$ cat src/rtl/smvm_stream_tx.sv
// rtl/smvm_stream_tx.sv - SMVM job buffer and gap-free frame transmitter
module smvm_stream_tx #(
    parameter int K          = 4,
    parameter int MAX_COLS   = 256,
    parameter int NNZ_DEPTH  = 64,
    parameter int GAP_CYCLES = 7
) (
    input  logic       clk,
    input  logic       rst,
    input  logic       start,
    input  logic [7:0] cfg_rows,
    input  logic [7:0] cfg_cols,
    input  logic       vec_valid,
    output logic       vec_ready,
    input  logic [7:0] vec_data,
    input  logic       nz_valid,
    output logic       nz_ready,
    input  logic [7:0] nz_val,
    input  logic [7:0] nz_col,
    input  logic       nz_ipv,
    input  logic       nz_last,
    output logic [7:0] tx_val,
    output logic       tx_ipv,
    output logic       tx_valid,
    output logic       busy,
    output logic       frame_done,
    output logic       err_overflow
);
    localparam int VA_W = $clog2(MAX_COLS);
    localparam int NA_W = $clog2(NNZ_DEPTH);
    localparam int NC_W = NA_W + 1;
    localparam int GC_W = $clog2(GAP_CYCLES + 1);

    typedef enum logic [3:0] {
        IDLE, LOAD_VEC, LOAD_NZ, S_ROWS, S_COLS, S_VEC, S_VAL, S_IDX, S_END, GAP
    } state_t;

    state_t            state;
    logic [7:0]        rows_q;
    logic [7:0]        cols_q;
    logic [7:0]        vec_cnt;
    logic [NC_W-1:0]   nz_cnt;
    logic [NC_W-1:0]   pidx;
    logic [NC_W-1:0]   pidx_inc;
    logic [NC_W-1:0]   nz_rem;
    logic [NC_W-1:0]   pair_total;
    logic [GC_W-1:0]   gap_cnt;
    logic              vec_hs;
    logic              nz_hs;
    logic [7:0]        cur_col;
    logic [7:0]        nxt_val;
    logic              nxt_ipv;

    logic [7:0] vec_mem [MAX_COLS];
    logic [7:0] val_mem [NNZ_DEPTH];
    logic [7:0] col_mem [NNZ_DEPTH];
    logic       ipv_mem [NNZ_DEPTH];

    assign vec_ready = (state == LOAD_VEC);
    assign nz_ready  = (state == LOAD_NZ) && (nz_cnt < NC_W'(NNZ_DEPTH));
    assign vec_hs    = vec_valid & vec_ready;
    assign nz_hs     = nz_valid & nz_ready;
    assign busy      = (state != IDLE);

    // Pair bookkeeping: padded pair count and the column/next value, zeroed past the stored entries
    always_comb begin
        pidx_inc   = pidx + 1'b1;
        nz_rem     = nz_cnt % NC_W'(K);
        pair_total = (nz_rem == '0) ? nz_cnt : nz_cnt + NC_W'(K) - nz_rem;
        cur_col    = (pidx < nz_cnt) ? col_mem[pidx[NA_W-1:0]] : 8'd0;
        nxt_val    = (pidx_inc < nz_cnt) ? val_mem[pidx_inc[NA_W-1:0]] : 8'd0;
        nxt_ipv    = (pidx_inc < nz_cnt) ? ipv_mem[pidx_inc[NA_W-1:0]] : 1'b0;
    end

    // Job buffers; contents are only meaningful up to the live counts, so no reset is needed
    always_ff @(posedge clk) begin
        if (vec_hs) begin
            vec_mem[vec_cnt[VA_W-1:0]] <= vec_data;
        end
        if (nz_hs) begin
            val_mem[nz_cnt[NA_W-1:0]] <= nz_val;
            col_mem[nz_cnt[NA_W-1:0]] <= nz_col;
            ipv_mem[nz_cnt[NA_W-1:0]] <= nz_ipv;
        end
    end

    // Main FSM; stream outputs are loaded on entry to each state so they line up with it
    always_ff @(posedge clk) begin
        if (rst) begin
            state        <= IDLE;
            rows_q       <= '0;
            cols_q       <= '0;
            vec_cnt      <= '0;
            nz_cnt       <= '0;
            pidx         <= '0;
            gap_cnt      <= '0;
            tx_val       <= '0;
            tx_ipv       <= 1'b0;
            tx_valid     <= 1'b0;
            frame_done   <= 1'b0;
            err_overflow <= 1'b0;
        end else begin
            frame_done <= 1'b0;
            case (state)
                IDLE: begin
                    if (start) begin
                        rows_q       <= cfg_rows;
                        cols_q       <= cfg_cols;
                        err_overflow <= 1'b0;
                        vec_cnt      <= '0;
                        nz_cnt       <= '0;
                        pidx         <= '0;
                        state        <= (cfg_cols == 8'd0) ? LOAD_NZ : LOAD_VEC;
                    end
                end
                LOAD_VEC: begin
                    if (vec_hs) begin
                        if (vec_cnt == cols_q - 8'd1) begin
                            vec_cnt <= '0;
                            state   <= LOAD_NZ;
                        end else begin
                            vec_cnt <= vec_cnt + 8'd1;
                        end
                    end
                end
                LOAD_NZ: begin
                    if (nz_hs) begin
                        nz_cnt <= nz_cnt + 1'b1;
                        if (nz_last || nz_cnt == NC_W'(NNZ_DEPTH - 1)) begin
                            if (!nz_last) begin
                                err_overflow <= 1'b1;
                            end
                            state    <= S_ROWS;
                            tx_valid <= 1'b1;
                            tx_val   <= rows_q;
                            tx_ipv   <= 1'b0;
                        end
                    end
                end
                S_ROWS: begin
                    state  <= S_COLS;
                    tx_val <= cols_q;
                end
                S_COLS: begin
                    if (cols_q != 8'd0) begin
                        state   <= S_VEC;
                        tx_val  <= vec_mem[0];
                        vec_cnt <= 8'd1;
                    end else begin
                        state  <= S_VAL;
                        pidx   <= '0;
                        tx_val <= val_mem[0];
                        tx_ipv <= ipv_mem[0];
                    end
                end
                S_VEC: begin
                    if (vec_cnt == cols_q) begin
                        state  <= S_VAL;
                        pidx   <= '0;
                        tx_val <= val_mem[0];
                        tx_ipv <= ipv_mem[0];
                    end else begin
                        tx_val  <= vec_mem[vec_cnt[VA_W-1:0]];
                        vec_cnt <= vec_cnt + 8'd1;
                    end
                end
                S_VAL: begin
                    state  <= S_IDX;
                    tx_val <= cur_col;
                    tx_ipv <= 1'b0;
                end
                S_IDX: begin
                    if (pidx_inc == pair_total) begin
                        state    <= S_END;
                        tx_valid <= 1'b0;
                        tx_val   <= '0;
                        tx_ipv   <= 1'b0;
                    end else begin
                        state  <= S_VAL;
                        pidx   <= pidx_inc;
                        tx_val <= nxt_val;
                        tx_ipv <= nxt_ipv;
                    end
                end
                S_END: begin
                    state      <= GAP;
                    gap_cnt    <= GC_W'(1);
                    frame_done <= (GAP_CYCLES == 2);
                end
                GAP: begin
                    if (gap_cnt == GC_W'(GAP_CYCLES - 1)) begin
                        state <= IDLE;
                    end else begin
                        gap_cnt    <= gap_cnt + 1'b1;
                        frame_done <= (gap_cnt == GC_W'(GAP_CYCLES - 2));
                    end
                end
                default: state <= IDLE;
            endcase
        end
    end
endmodule

$ cat config.mk
export PLATFORM = sky130hd
export DESIGN_NAME = smvm_stream_tx
export DESIGN_NICKNAME = d
export VERILOG_FILES = /design/src/rtl/smvm_stream_tx.sv
export SDC_FILE = /design/constraint.sdc
export NUM_CORES = 2
export LEC_CHECK = 0
export CORE_MARGIN = 3
export CORE_UTILIZATION = 45
export DETAILED_ROUTE_END_ITERATION = 6
export HOLD_SLACK_MARGIN = 0.1
export PLACE_DENSITY = 0.7
export SLEW_MARGIN = 5
export SYNTH_ARGS = -nofsm -noshare
export SYNTH_HDL_FRONTEND = slang
export SYNTH_SLANG_ARGS = --single-unit
$ cat constraint.sdc
create_clock -name clk -period 3.39 [get_ports clk]
set_input_delay 0.339 -clock clk [delete_from_list [all_inputs] [get_ports clk]]
set_output_delay 0.339 -clock clk [all_outputs]
set_load 0.01 [all_outputs]
==> impl_summary.log <==
INFO  metric crit_fanout = 19
INFO  metric htree_num_levels = 5
INFO  metric drv_cap = 0
INFO  metric clockBufferDepth = 4
INFO  metric core_region_area = 277,000 µm²
INFO  metric synthDominantAreaCellType = sky130_fd_sc_hd__edfxtp_1
INFO  metric setup_total_negative_slack = -207 ps
INFO  metric timing.critical_path.slowest_cell_delay = 750 ps
INFO  metric chipWidth = between 500 and 600 µm
INFO  metric failed_checks = DRC, setup timing
INFO  metric critical_path_class = register to register
INFO  metric timing.final.crit_period = 3530 ps
INFO  metric grt_start_max_net_pins = 123
INFO  metric cts_num_sinks = 3,207
INFO  metric setup_viol_count_final = 3
INFO  metric route.vias.total = 67,300
INFO  metric grt_pass1_vias = 67,200
INFO  metric placer_congestion = 0.972
INFO  metric buffer_ports.inserted = 61
INFO  metric count_of_final_hold_check_violations = 0
INFO  metric top_level_ports = 62
INFO  metric layout_worst_path_cycle_share = 1.04
INFO  metric dpl_cell_area = roughly 140,000 µm²
INFO  metric worst_ir_drop_vdd = 543 µV
INFO  metric slowest_stage = sky130_fd_sc_hd__nor4_1
INFO  metric ys_async_sr_fraction = 0
INFO  metric finalInstanceArea = 147,000 µm²
INFO  metric synthFlopType = sky130_fd_sc_hd__edfxtp_1
INFO  metric floorplan.initialDensity = 0.453
INFO  metric syn-instance-count = 6,052
INFO  metric cts_made_buffers = 315
INFO  metric netlist_top_cells_area = sky130_fd_sc_hd__edfxtp_1, sky130_fd_sc_hd__mux4_2, sky130_fd_sc_hd__nor2_1, sky130_fd_sc_hd__mux2i_1, sky130_fd_sc_hd__dfxtp_1
INFO  metric die-height = around 530 µm
INFO  metric synth_edf_count = roughly 3,100
INFO  metric postRouteAntennaNets = 0
INFO  metric register_to_register_setup_slack = -140 ps
INFO  metric worstPathCellList = buf_6 -> buf_16 -> buf_16 -> buf_4 -> mux4_2 -> nor2_1 -> nor2_1 -> o21ai_0 -> nor4_1 -> o31ai_2 -> buf_4 -> a31oi_1
INFO  metric tritoncts = built
INFO  metric synth.ff_latch_count = 3,207
INFO  metric worst_hold_slack = approximately 140 ps
INFO  metric detail_route.drc_violations = 14
INFO  metric total_power = between 80 and 90 mW
INFO  metric drt-wirelength-per-cell = 32.0 µm
INFO  metric worst-endpoint-required = about 4100 ps
INFO  metric postRouteWirelength = 350 mm
INFO  metric number_of_antenna_violations_at_the_first_check_in_global_routing = 11
INFO  metric final.setup_skew = 80.5 ps
INFO  metric detailedRoute.firstPassIterationCount = 7
INFO  metric post_synth_instance_area = between 100,000 and 150,000 µm²
INFO  metric status = complete, but fails checks
INFO  metric synth_seq_area_share = 0.762
INFO  metric first_iter_violations = 9,151
INFO  metric std_cell_rows = just under 200
INFO  metric critPathLaunchType = register
INFO  metric max_freq = 283 MHz
INFO  metric synthesis.nets = 6,132
INFO  metric min_path_type = primary input to register
INFO  metric grt_pass1_wl = 498 mm
INFO  metric crit_arrival = 4280 ps
INFO  metric synth_commonest_cells = sky130_fd_sc_hd__edfxtp_1, sky130_fd_sc_hd__mux4_2, sky130_fd_sc_hd__nor2_1, sky130_fd_sc_hd__nand2_1, sky130_fd_sc_hd__mux2i_1
INFO  metric detailed_place_hpwl = around 220 mm
INFO  metric finalWorstSetupSlack = -141 ps
INFO  metric synth.yosys.warnings = 0
INFO  metric worst_rel_slew_slack = 0.148
INFO  metric drt-vias-per-instance = 6.16
INFO  metric post-synth-top-count-cell = sky130_fd_sc_hd__edfxtp_1
INFO  metric post-route-util = 0.530
INFO  metric leakagePower = 45.9 nW
INFO  metric measured_slew_at_the_worst_slew_check_pin = 1280 ps
INFO  metric worstSkewPairLatency = between 800 and 900 ps
INFO  metric ratio_of_cells_with_drive_above_1_in_the_final_layout = 0.311
INFO  metric floorplan_die_area = around 280,000 µm²
INFO  metric path_clk_slew = 60 ps
INFO  metric nFillCells = 21,000
INFO  metric grt_remaining_overflow = 0
INFO  metric flow.area_growth_from_synthesis = 17.0%
INFO  metric groute.usage.overall = 0.242
INFO  metric cellPowerDensity = around 600 nW/µm²
INFO  metric syn-mean-instance-area = 20.7 µm²
INFO  metric setup.worst_path.end_class = register
INFO  metric root_cell_of_the_clock_tree = sky130_fd_sc_hd__clkbuf_16
INFO  metric finalMaxSlewViolations = 0
INFO  metric synth.distinct_cells = 87
INFO  metric synth_top_cell_area_share = 0.751
INFO  metric design.final.nets = 7,057
==> flip-flops by register name (all words and copies together), names as in the netlist, 3 cells and up, named ones only <==
signal and flops:
vec_mem 2048, col_mem 512, val_mem 512, ipv_mem 64, cols_q 8, rows_q 8
tx_val 8, vec_cnt 8, nz_cnt 7, pidx 7, state 4, gap_cnt 3
==> cell type report <==
type / count / area, µm² / area share
antenna: 9 / 22.5 / 0.000153
tap: 3705 / 4640 / 0.0316
timing repair buffer: 945 / 8300 / 0.0566
clock buffer: 383 / 8310 / 0.0566
sequential: 3207 / 95600 / 0.652
inverter: 36 / 136 / 0.000929
multi-input combinational: 2472 / 28200 / 0.192
clock inverter: 167 / 1550 / 0.0105
==> worst max-delay path: cells and delay by family (launching register included) <==
kind            cells  cell delay [ps]
compound gates      3              510
buf+inv             5             1000
flops               1              450
mux                 1              240
simple gates        3             1140
==> cells by family after synthesis <==
| kind of cell | share of synthesized area |
|---|---|
| adders and majority gates | 0.00329 |
| buffers and inverters | 0.0154 |
| xor gates and xnor gates | 0.00269 |
| and+or+nand+nor | 0.0328 |
| muxes | 0.155 |
| DFF | 0.762 |
| AOI/OAI and AO/OA | 0.0279 |
==> routing by layer <==
metal / up-vias / part of all wire / global-route usage
met1: 35100 / 0.36 / 0.315
met3: 835 / 0.12 / 0.0671
met4: 6 / 0.053 / 0.109
li1: 27000 / - / -
met2: 4380 / 0.47 / 0.383
met5: - / 0.00014 / 0
==> power by group <==
group	internal [mW]	total (mW)	switching (mW)
sequential	43.6	43.8	0.146
combinational	3.89	8.52	4.64
clock	19.4	34.0	14.5
==> what timing repair did <==
action,4_1_cts,5_1_grt
resized for setup,26,38
buffers inserted,6,17
gates cloned,0,2
hold endpoints to repair,137,0
setup endpoints to repair,9,9
pin swaps,1,4
hold buffers,4,0
==> placed cells by master (no fill, tap or decap), types with 11 or more instances in the layout <==
cell type	count
sky130_fd_sc_hd__nor3_1	51
sky130_fd_sc_hd__nor2b_1	40
sky130_fd_sc_hd__mux2i_1	147
sky130_fd_sc_hd__clkbuf_1	58
sky130_fd_sc_hd__o21ai_1	25
sky130_fd_sc_hd__nand4_1	11
sky130_fd_sc_hd__o211ai_1	17
sky130_fd_sc_hd__nor4_1	11
sky130_fd_sc_hd__dfxtp_1	62
sky130_fd_sc_hd__nor2_2	11
sky130_fd_sc_hd__a221oi_1	18
sky130_fd_sc_hd__a22oi_1	69
sky130_fd_sc_hd__edfxtp_1	3136
sky130_fd_sc_hd__xnor2_1	21
sky130_fd_sc_hd__clkinv_1	55
sky130_fd_sc_hd__clkinvlp_4	11
sky130_fd_sc_hd__ha_1	32
sky130_fd_sc_hd__clkinv_2	59
sky130_fd_sc_hd__nand3_1	60
sky130_fd_sc_hd__buf_12	76
sky130_fd_sc_hd__a21oi_1	96
sky130_fd_sc_hd__bufinv_16	26
sky130_fd_sc_hd__and2_1	16
sky130_fd_sc_hd__clkbuf_16	323
sky130_fd_sc_hd__clkbuf_8	11
sky130_fd_sc_hd__xor2_1	11
sky130_fd_sc_hd__mux4_2	794
sky130_fd_sc_hd__clkdlybuf4s50_1	35
sky130_fd_sc_hd__a211oi_1	45
sky130_fd_sc_hd__buf_4	793
sky130_fd_sc_hd__nor2_1	414
sky130_fd_sc_hd__nand2_1	239
sky130_fd_sc_hd__buf_2	18
sky130_fd_sc_hd__a31oi_1	23
sky130_fd_sc_hd__inv_1	32
sky130_fd_sc_hd__o22ai_1	62
sky130_fd_sc_hd__nand2b_1	15
sky130_fd_sc_hd__o21ai_0	52
==> worst paths after layout <==
check | startpoint | depth (start not counted) | end
worst max-delay path | register | 12 | tx_val[6]
worst min-delay path | vec_data[1] | 1 | vec_mem[59][1]
worst max register to register | register | 12 | tx_val[6]
worst min register to register | rows_q[0] | 2 | rows_q[0]
==> per-stage QoR <==
step,setup slack (ps),cells
finish,-141,10900
global route,-46.0,10900
global placement,-491,10300
CTS,-52.1,10900
detailed placement,-514,10300
floorplan,106,6052
No activity file was read; power rests on OpenSTA's default activity.
